==> config.mk <==
export PLATFORM = sky130hd
export DESIGN_NAME = cfg_register_file_flat
export DESIGN_NICKNAME = d
export VERILOG_FILES = /design/src/rtl/cfg_register_file_if.sv /design/src/rtl/cfg_register_file.sv /design/src/flat_wrapper.sv
export SDC_FILE = /design/constraint.sdc
export NUM_CORES = 2
export LEC_CHECK = 0
export ABC_AREA = 1
export BUFFER_PORTS_ARGS = -buffer_cell sky130_fd_sc_hd__clkbuf_2
export CAP_MARGIN = 20
export CORE_ASPECT_RATIO = 0.5
export CORE_UTILIZATION = 30
export DETAILED_ROUTE_END_ITERATION = 16
export GPL_TIMING_DRIVEN = 0
export PLACE_DENSITY_LB_ADDON = 0.2
export SKIP_LAST_GASP = 1
export SYNTH_ARGS = -nofsm -noshare
export SYNTH_HDL_FRONTEND = slang
export SYNTH_SLANG_ARGS = --single-unit
==> constraint.sdc <==
create_clock -name CLK -period 5.4 [get_ports CLK]
set_input_delay 0.81 -clock CLK [delete_from_list [all_inputs] [get_ports CLK]]
set_output_delay 0.81 -clock CLK [all_outputs]
set_load 0.005 [all_outputs]
==> src/rtl/cfg_register_file_if.sv <==
// cfg_register_file_if: local bus (CEb/WEb/REb strobes) between a bus master and the config register file
interface cfg_register_file_if #(
    parameter int ADDR_W = 18,
    parameter int DATA_W = 32
);
    logic [ADDR_W-1:0]   ADDR;
    logic [DATA_W-1:0]   DATA_IN;
    logic [DATA_W/8-1:0] BEb;
    logic                CEb;
    logic                WEb;
    logic                REb;
    logic [DATA_W-1:0]   DATA_OUT;
    logic                ACK;

    modport master (output ADDR, DATA_IN, BEb, CEb, WEb, REb, input DATA_OUT, ACK);
    modport slave (input ADDR, DATA_IN, BEb, CEb, WEb, REb, output DATA_OUT, ACK);
endinterface

==> src/rtl/cfg_register_file.sv <==
// cfg_register_file: double-buffered config registers (shadow written by bus, active updated on COMMIT); optional parity via CFG_PARITY_EN
module cfg_register_file #(
    parameter int                N_REGS    = 16,
    parameter int                DATA_W    = 32,
    parameter int                ADDR_W    = 18,
    parameter logic [ADDR_W-1:0] BASE_ADDR = 18'h100,
    parameter int                RST_LEN   = 16,
    parameter logic [DATA_W-1:0] ID_WORD   = 32'h4D50_4434,
    parameter logic [DATA_W-1:0] DUMMY     = 32'hDEAD_BEEF
) (
    input  logic                     RSTb,
    input  logic                     CLK,
    cfg_register_file_if.slave       bus,
    output logic                     USER_RESET,
    output logic                     COMMIT,
    output logic [N_REGS*DATA_W-1:0] REGS_OUT,
    output logic                     PARITY_ERR
);
    localparam int                NB     = DATA_W / 8;
    localparam int                IW     = $clog2(N_REGS);
    localparam logic [ADDR_W-1:0] NR     = ADDR_W'(N_REGS);
    localparam logic [ADDR_W-1:0] CTRL_A = BASE_ADDR + NR;
    localparam logic [ADDR_W-1:0] STAT_A = CTRL_A + ADDR_W'(1);
    localparam logic [ADDR_W-1:0] ID_A   = CTRL_A + ADDR_W'(2);

    logic                     ce_prev;
    logic                     start;
    logic                     wr;
    logic                     rd;
    logic                     user_hit;
    logic                     ctrl_wr;
    logic                     do_commit;
    logic                     dirty;
    logic [ADDR_W-1:0]        off;
    logic [IW-1:0]            idx;
    logic [DATA_W-1:0]        shadow [N_REGS];
    logic [DATA_W-1:0]        wdat;
    logic [DATA_W-1:0]        rdat;
    logic [DATA_W-1:0]        status;
    logic [N_REGS*DATA_W-1:0] active;
    logic [7:0]               cnt;

    // An access starts only on the first strobed cycle of a CEb assertion
    assign start     = !bus.CEb && (!bus.WEb || !bus.REb) && ce_prev;
    assign wr        = start && !bus.WEb;
    assign rd        = start && bus.WEb;
    assign off       = bus.ADDR - BASE_ADDR;
    assign user_hit  = (bus.ADDR >= BASE_ADDR) && (off < NR);
    assign idx       = off[IW-1:0];
    assign ctrl_wr   = wr && (bus.ADDR == CTRL_A) && !bus.BEb[0];
    assign do_commit = ctrl_wr && bus.DATA_IN[1];
    assign USER_RESET = cnt != 8'd0;
    assign REGS_OUT  = active;
    assign status    = DATA_W'({PARITY_ERR, USER_RESET, dirty});

    // Byte-enable merge of bus data into the addressed shadow word
    always_comb begin
        wdat = shadow[idx];
        for (int k = 0; k < NB; k++)
            if (!bus.BEb[k]) wdat[k*8 +: 8] = bus.DATA_IN[k*8 +: 8];
    end

    // Read mux; CTRL is write-only and reads back as zero
    always_comb begin
        rdat = user_hit ? shadow[idx] :
               (bus.ADDR == STAT_A) ? status :
               (bus.ADDR == ID_A) ? ID_WORD :
               (bus.ADDR == CTRL_A) ? '0 : DUMMY;
    end

    // Bus handshake, read data, pulse counter and dirty flag; ce_prev resets high so the first access after reset can start
    always_ff @(posedge CLK or negedge RSTb) begin
        if (!RSTb) begin
            ce_prev      <= 1'b1;
            bus.ACK      <= 1'b0;
            bus.DATA_OUT <= '0;
            COMMIT       <= 1'b0;
            cnt          <= 8'd0;
            dirty        <= 1'b0;
        end else begin
            ce_prev <= bus.CEb;
            bus.ACK <= start;
            COMMIT  <= do_commit;
            if (rd) bus.DATA_OUT <= rdat;
            cnt   <= (ctrl_wr && bus.DATA_IN[0]) ? 8'(RST_LEN) : USER_RESET ? cnt - 8'd1 : cnt;
            dirty <= (wr && user_hit) ? 1'b1 : do_commit ? 1'b0 : dirty;
        end
    end

    // Shadow words take bus writes; active words copy all shadows at once on commit
    always_ff @(posedge CLK or negedge RSTb) begin
        if (!RSTb) begin
            for (int i = 0; i < N_REGS; i++) shadow[i] <= '0;
            active <= '0;
        end else begin
            if (wr && user_hit) shadow[idx] <= wdat;
            if (do_commit)
                for (int i = 0; i < N_REGS; i++) active[i*DATA_W +: DATA_W] <= shadow[i];
        end
    end

`ifdef CFG_PARITY_EN
    logic [N_REGS-1:0] sh_par;
    logic [N_REGS-1:0] ac_par;
    logic              mism;
    logic              perr;

    assign PARITY_ERR = perr;

    // Any active word whose stored even-parity bit disagrees with its data
    always_comb begin
        mism = 1'b0;
        for (int i = 0; i < N_REGS; i++) mism |= ^{active[i*DATA_W +: DATA_W], ac_par[i]};
    end

    // Parity bits follow their words; the error is sticky until cleared through CTRL bit2
    always_ff @(posedge CLK or negedge RSTb) begin
        if (!RSTb) begin
            sh_par <= '0;
            ac_par <= '0;
            perr   <= 1'b0;
        end else begin
            if (wr && user_hit) sh_par[idx] <= ^wdat;
            if (do_commit) ac_par <= sh_par;
            perr <= (ctrl_wr && bus.DATA_IN[2]) ? 1'b0 : perr | mism;
        end
    end
`else
    assign PARITY_ERR = 1'b0;
`endif
endmodule

==> src/flat_wrapper.sv <==
// flat-port wrapper written by rule: the top's interface ports become plain ports
module cfg_register_file_flat 
#(
    parameter int                N_REGS    = 16,
    parameter int                DATA_W    = 32,
    parameter int                ADDR_W    = 18,
    parameter logic [ADDR_W-1:0] BASE_ADDR = 18'h100,
    parameter int                RST_LEN   = 16,
    parameter logic [DATA_W-1:0] ID_WORD   = 32'h4D50_4434,
    parameter logic [DATA_W-1:0] DUMMY     = 32'hDEAD_BEEF
)
  (RSTb, CLK, USER_RESET, COMMIT, REGS_OUT, PARITY_ERR, bus_ADDR, bus_DATA_IN, bus_BEb, bus_CEb, bus_WEb, bus_REb, bus_DATA_OUT, bus_ACK);
  cfg_register_file_if #(.ADDR_W(ADDR_W), .DATA_W(DATA_W)) bus_i ();
  input  logic RSTb;
  input  logic CLK;
  output logic USER_RESET;
  output logic COMMIT;
  output logic [N_REGS*DATA_W-1:0] REGS_OUT;
  output logic PARITY_ERR;
  input wire logic [$bits(bus_i.ADDR)-1:0] bus_ADDR;
  input wire logic [$bits(bus_i.DATA_IN)-1:0] bus_DATA_IN;
  input wire logic [$bits(bus_i.BEb)-1:0] bus_BEb;
  input wire logic [$bits(bus_i.CEb)-1:0] bus_CEb;
  input wire logic [$bits(bus_i.WEb)-1:0] bus_WEb;
  input wire logic [$bits(bus_i.REb)-1:0] bus_REb;
  output wire logic [$bits(bus_i.DATA_OUT)-1:0] bus_DATA_OUT;
  output wire logic [$bits(bus_i.ACK)-1:0] bus_ACK;
  assign bus_i.ADDR = bus_ADDR;
  assign bus_i.DATA_IN = bus_DATA_IN;
  assign bus_i.BEb = bus_BEb;
  assign bus_i.CEb = bus_CEb;
  assign bus_i.WEb = bus_WEb;
  assign bus_i.REb = bus_REb;
  assign bus_DATA_OUT = bus_i.DATA_OUT;
  assign bus_ACK = bus_i.ACK;
  cfg_register_file #(.N_REGS(N_REGS), .DATA_W(DATA_W), .ADDR_W(ADDR_W), .BASE_ADDR(BASE_ADDR), .RST_LEN(RST_LEN), .ID_WORD(ID_WORD), .DUMMY(DUMMY)) u_core (.RSTb(RSTb), .CLK(CLK), .bus(bus_i), .USER_RESET(USER_RESET), .COMMIT(COMMIT), .REGS_OUT(REGS_OUT), .PARITY_ERR(PARITY_ERR));
endmodule
# Word level (Yosys, flattened, before mapping)
# Cells that the tools add are included.
# totals
wordCells,70
in_bits,59
ff_bits,1068
output_inout_bits,548
# op_classes
n_reduce_logical,19
bitwise,1
eq_ne,3
magnitude_cmp,4
add_sub_neg,2
mux,18
# op_table
cell,count
bitwise mux 512 bit,1
2-to-1 mux 32 bit,7
binary-select mux 32 bit (select 4 bit),1
demux 32 bit (select 4 bit),1
== test 18 x 9 -> 1 bit (second input constant),3
2-to-1 mux 8 bit,6
>= comparator 18 x 9 -> 1 bit (second input constant),1
< comparator 18 x 5 -> 1 bit (second input constant),1
subtractor 18 x 9 -> 18 bit (second input constant),1
logical AND 1 bit,11
nonzero test 8 bit,1
subtractor 8 x 1 -> 8 bit (second input constant),1
>= comparator 5 bit (second input constant),1
< comparator 5 x 1 -> 1 bit (second input constant),1
NOT 4 -> 5 bit,1
zero test 1 bit,4
nonzero test 2 bit,2
2-to-1 mux 1 bit,2
logical OR 1 bit,1

# Depth between registers and ports, before layout
# logic_depth
depth_word,10
depth_mapped,15
depth_no_buf,11

# Worst setup path before layout
# No wires, ideal clock.
# synth_path
kind,input to register
start,input port bus_ADDR[14]
end,register u_core.shadow[341] in the netlist's numbering
path_stages,10
path_buffers,1
arrival_ps,2217
setup_slack_ps,3065
path_cell_list,or2_0 -> nor2_1 -> nand2_1 -> nor2_4 -> nand2_1 -> nor2_4 -> inv_2 -> buf_2 -> nand2_1 -> nand2_1
# synth_between
elab_chain_len,4
# synth_lines
item,line_no,source
"start, declared",flat_wrapper.sv:20,input wire logic [$bits(bus_i.ADDR)-1:0] bus_ADDR;
subtractor 18 x 9 -> 18 bit,cfg_register_file.sv:47,assign off = bus.ADDR - BASE_ADDR;
< comparator 18 x 5 -> 1 bit,cfg_register_file.sv:48,assign user_hit = (bus.ADDR >= BASE_ADDR) && (off < NR);
logical AND 1 bit (*),cfg_register_file.sv:48,
logical AND 1 bit (*),cfg_register_file.sv:96,if (wr && user_hit) shadow[idx] <= wdat;
"end signal, assigned by index",cfg_register_file.sv:96,
"end, declared",cfg_register_file.sv:36,logic [DATA_W-1:0] shadow [N_REGS];
# Every way passes the cells marked *; elsewhere a longest branch is shown, timed or not.
# A chain may end at the register's enable or synchronous reset.

# Final worst setup path
# layout_path
start,input port bus_ADDR[1]
end,register u_core.shadow[66] in the netlist's numbering
# layout_between
elab_chain_len,7
# layout_lines
item,line_no
subtractor 18 x 9 -> 18 bit,cfg_register_file.sv:47
NOT 4 -> 5 bit (not written as such),"cfg_register_file.sv:58, cfg_register_file.sv:96"
>= comparator 5 bit (not written as such) (tied with other cells),cfg_register_file.sv:96
logical AND 1 bit (not written as such) or 2-to-1 mux 32 bit (tied branches),"cfg_register_file.sv:96, cfg_register_file.sv:58"
2-to-1 mux 32 bit (on tied branches),"cfg_register_file.sv:96, cfg_register_file.sv:58"
demux 32 bit (select 4 bit) or 2-to-1 mux 8 bit (tied branches),"cfg_register_file.sv:96, cfg_register_file.sv:60"
bitwise mux 512 bit,cfg_register_file.sv:96
# Parallel ways exist; a longest one is shown, timed or not. The select of a mux whose other input is x is not followed.

==> results.json <==
{
  "synth.avg_cell_area_sq_um": 7.65,
  "p_leak_nw": 33.6,
  "internal_power_mw": 12.7,
  "vias_per_cell": 5.17,
  "fmax_mhz": 271,
  "syn-instance-count": 6214,
  "worst_slack_ns": 1.71,
  "clock_power_share_pct": 46.1,
  "startpoint_type": "input port",
  "die_x_um": 565,
  "synth_edf_count": 0,
  "worstSkewPairLatency_ns": 0.77,
  "hold_violations": 0,
  "end_kind": "flip-flop",
  "htree_num_levels": 3,
  "path_max_fanout": 10,
  "synth.ff_latch_count": 1068,
  "drc_errors": 0,
  "clock_path_buffers": 3,
  "start_util_pct": 30.5,
  "min_path_type": "in -> async",
  "routed_wirelength_um": 257000,
  "powerDensity_nw_per_um2": 300,
  "path_cells": "buf_2 -> inv_2 -> buf_2 -> buf_1 -> nand2_1 -> nand2_1 -> nand2_1 -> nand2_1 -> nor2_1 -> nand2_1 -> buf_4 -> nand3_1 -> nand2_1",
  "fillers": 16700,
  "crit_top_cell": "nand2_1",
  "postCtsHoldBufs": 0,
  "fin_area_sq_um": 57700,
  "status": "finished, final reports clean",
  "utilization_pct": 36.9,
  "die_area_sq_um": 160000,
  "synth_top_area_share_pct": 56.1,
  "drive_gt1_share_pct": 15.6,
  "cpPeakStageDelay_ns": 0.87,
  "ys_types": 34,
  "die_y_um": 284,
  "io_buffer_count": 603,
  "gr-total-overflow": 0,
  "worst_slew_pin_slew_ns": 1.30,
  "clock-root-buffer": "clkbuf_16",
  "clkTransAtPathRegs_ns": 0.07,
  "postPlaceCellArea_sq_um": 54000,
  "yosys.area.top_type": "dfrtp_1",
  "async_reset_ff_share_pct": 100,
  "ys.flop_type": "dfrtp_1",
  "seq_area_frac_synth_pct": 56.2,
  "required_ns": 6.07,
  "cts_tree": "done",
  "crit_family": "buffers and inverters",
  "tns_ns": 0,
  "first_pass_iters": 6,
  "final_nets": 7023,
  "place_ws_ns": 1.14,
  "grt_usage_pct": 31.3,
  "rsz0062_at_grt": "no",
  "synth_common_cells": "3873 x nand2_1, 1067 x dfrtp_1, 542 x nand3_1",
  "critical_path_buf_inv_count": 5,
  "p_total_mw": 17.3,
  "max_slew_margin_pct": 13.3,
  "final_max_slew_viol_count": 0,
  "fin_skew_ns": 0.0392,
  "seq_power_share_pct": 46.9,
  "grt_pass1_vias": 44000,
  "arrival_ns": 4.35,
  "area_delta_synth_final_pct": 21.2,
  "min_period_ns": 3.69,
  "drv_cap": 0,
  "cts_resized": 0,
  "setup_viol": 0,
  "rows": 102,
  "synth_most_common_cell": "nand2_1",
  "p_comb_share_pct": 7.0,
  "grt_max_degree": 107,
  "synth_area_leaders": "dfrtp_1 56%, nand2_1 31%, nand3_1 5.7%",
  "switching_power_mw": 4.57,
  "cts.sinks": 1068,
  "first_iter_violations": 6550,
  "hpwl_um": 197000,
  "crit_slowest_cell": "buf_1",
  "final.period_utilization_pct": 68.3,
  "sw_frac_of_total_pct": 26.4,
  "yosys_warnings": 0,
  "wl_per_cell_um": 28.1,
  "vias": 47300,
  "gp_congestion": 1.08,
  "antenna_found_initial": 19,
  "cts_setup_buffers": 0,
  "grt_pass1_wl_um": 347000,
  "numCtsBuffers": 106,
  "pin_count": 607,
  "peakVddDrop_v": 0.000231,
  "syn-num-nets": 6274,
  "path_class": "in -> reg",
  "postRouteAntennaNets": 0,
  "core_sq_um": 156000,
  "synthesis.area_sq_um": 47600
}
layout by cell type, fill, tap and decap left out, drive strengths merged, types with 2 or more instances in the layout:
cell / instances
a21oi: 2
buf: 313
bufinv: 9
clkbuf: 890
clkinv: 21
clkinvlp: 10
dfrtp: 1067
diode: 10
inv: 90
nand2: 3875
nand3: 543
nand4: 3
nor2: 79
nor4: 2
o211ai: 2
o21ai: 103
or2: 33
cell families (layout without fill, tap and decap cells):
logic type	count (synthesis)	in the layout	share of synthesized area, %
AO/OA/AOI/OAI	108	108	1.15
adder cells (fa/ha/maj)	1	1	0.0263
buffers and inverters	498	1333	4.97
flip-flops	1068	1068	56.2
other	1	11	0.00788
AND/OR/NAND/NOR	4538	4538	37.7
worst paths after layout:
kind                                             startpoint                               end  slack [ns]  cells past startpoint
max                                             bus_ADDR[1]     u_core.shadow[66]$_DFFE_PN0P_        1.71                     13
min                                                    RSTb  u_core.REGS_OUT[307]$_DFFE_PN0P_        0.02                      1
max reg2reg                        u_core.ce_prev$_DFF_PN1_  u_core.REGS_OUT[419]$_DFFE_PN0P_        2.17                     10
min reg2reg                u_core.REGS_OUT[168]$_DFFE_PN0P_  u_core.REGS_OUT[168]$_DFFE_PN0P_        0.48                      2
max in group asynchronous                              RSTb    u_core.shadow[418]$_DFFE_PN0P_        2.08                      7
min in group CLK                                    bus_CEb          u_core.ce_prev$_DFF_PN1_        0.19                      1
power by group through the flow:
stage	Combinational (mW)	Sequential, mW	Clock (mW)
final	1.21	8.12	7.97
after global routing	1.22	8.12	8.31
after CTS	1.14	8.12	8.00
after detailed placement	1.14	8.27	0
after global placement	1.07	8.29	0
after floorplan	0.354	8.25	0
registers in the layout (all words and copies together), names as in the netlist:
name	count
u_core.dirty	1
u_core.bus.ACK	1
u_core.REGS_OUT	512
u_core.ce_prev	1
u_core.bus.DATA_OUT	32
u_core.cnt	8
u_core.COMMIT	1
u_core.shadow	512
per-layer routing:
| layer | GRT usage, % | share of wire, % | routed length (um) | vias to the layer above |
|---|---|---|---|---|
| met3 | 13.5 | 13 | 33800 | 479 |
| met1 | 40.6 | 40 | 102000 | 23500 |
| met5 | 0 | 0.014 | 35 | - |
| met4 | 9.81 | 3.4 | 8830 | 6 |
| met2 | 46.8 | 44 | 112000 | 2632 |
| li1 | - | - | - | 20600 |
through the flow:
| stage | hold WS, ns | std cells |
|---|---|---|
| final | 0.0215 | 9139 |
| after CTS | 0.0185 | 9128 |
| after global placement | 0.462 | 8897 |
| after global routing | 0.0563 | 9130 |
| after detailed placement | 0.465 | 8934 |
| after floorplan | 0.449 | 6214 |
area by class of cell:
class	count	area (sq um)	share of cell area [%]
antenna	10	25.0	0.0434
buffer	413	2040	3.54
clock inverter	45	524	0.909
multi-input combinational	4648	18500	32.0
tap	2080	2600	4.51
timing repair buffer	641	3860	6.69
sequential	1068	26700	46.3
clock buffer	149	3090	5.35
inverter	85	324	0.562
Power figures use the tool's default switching activity.
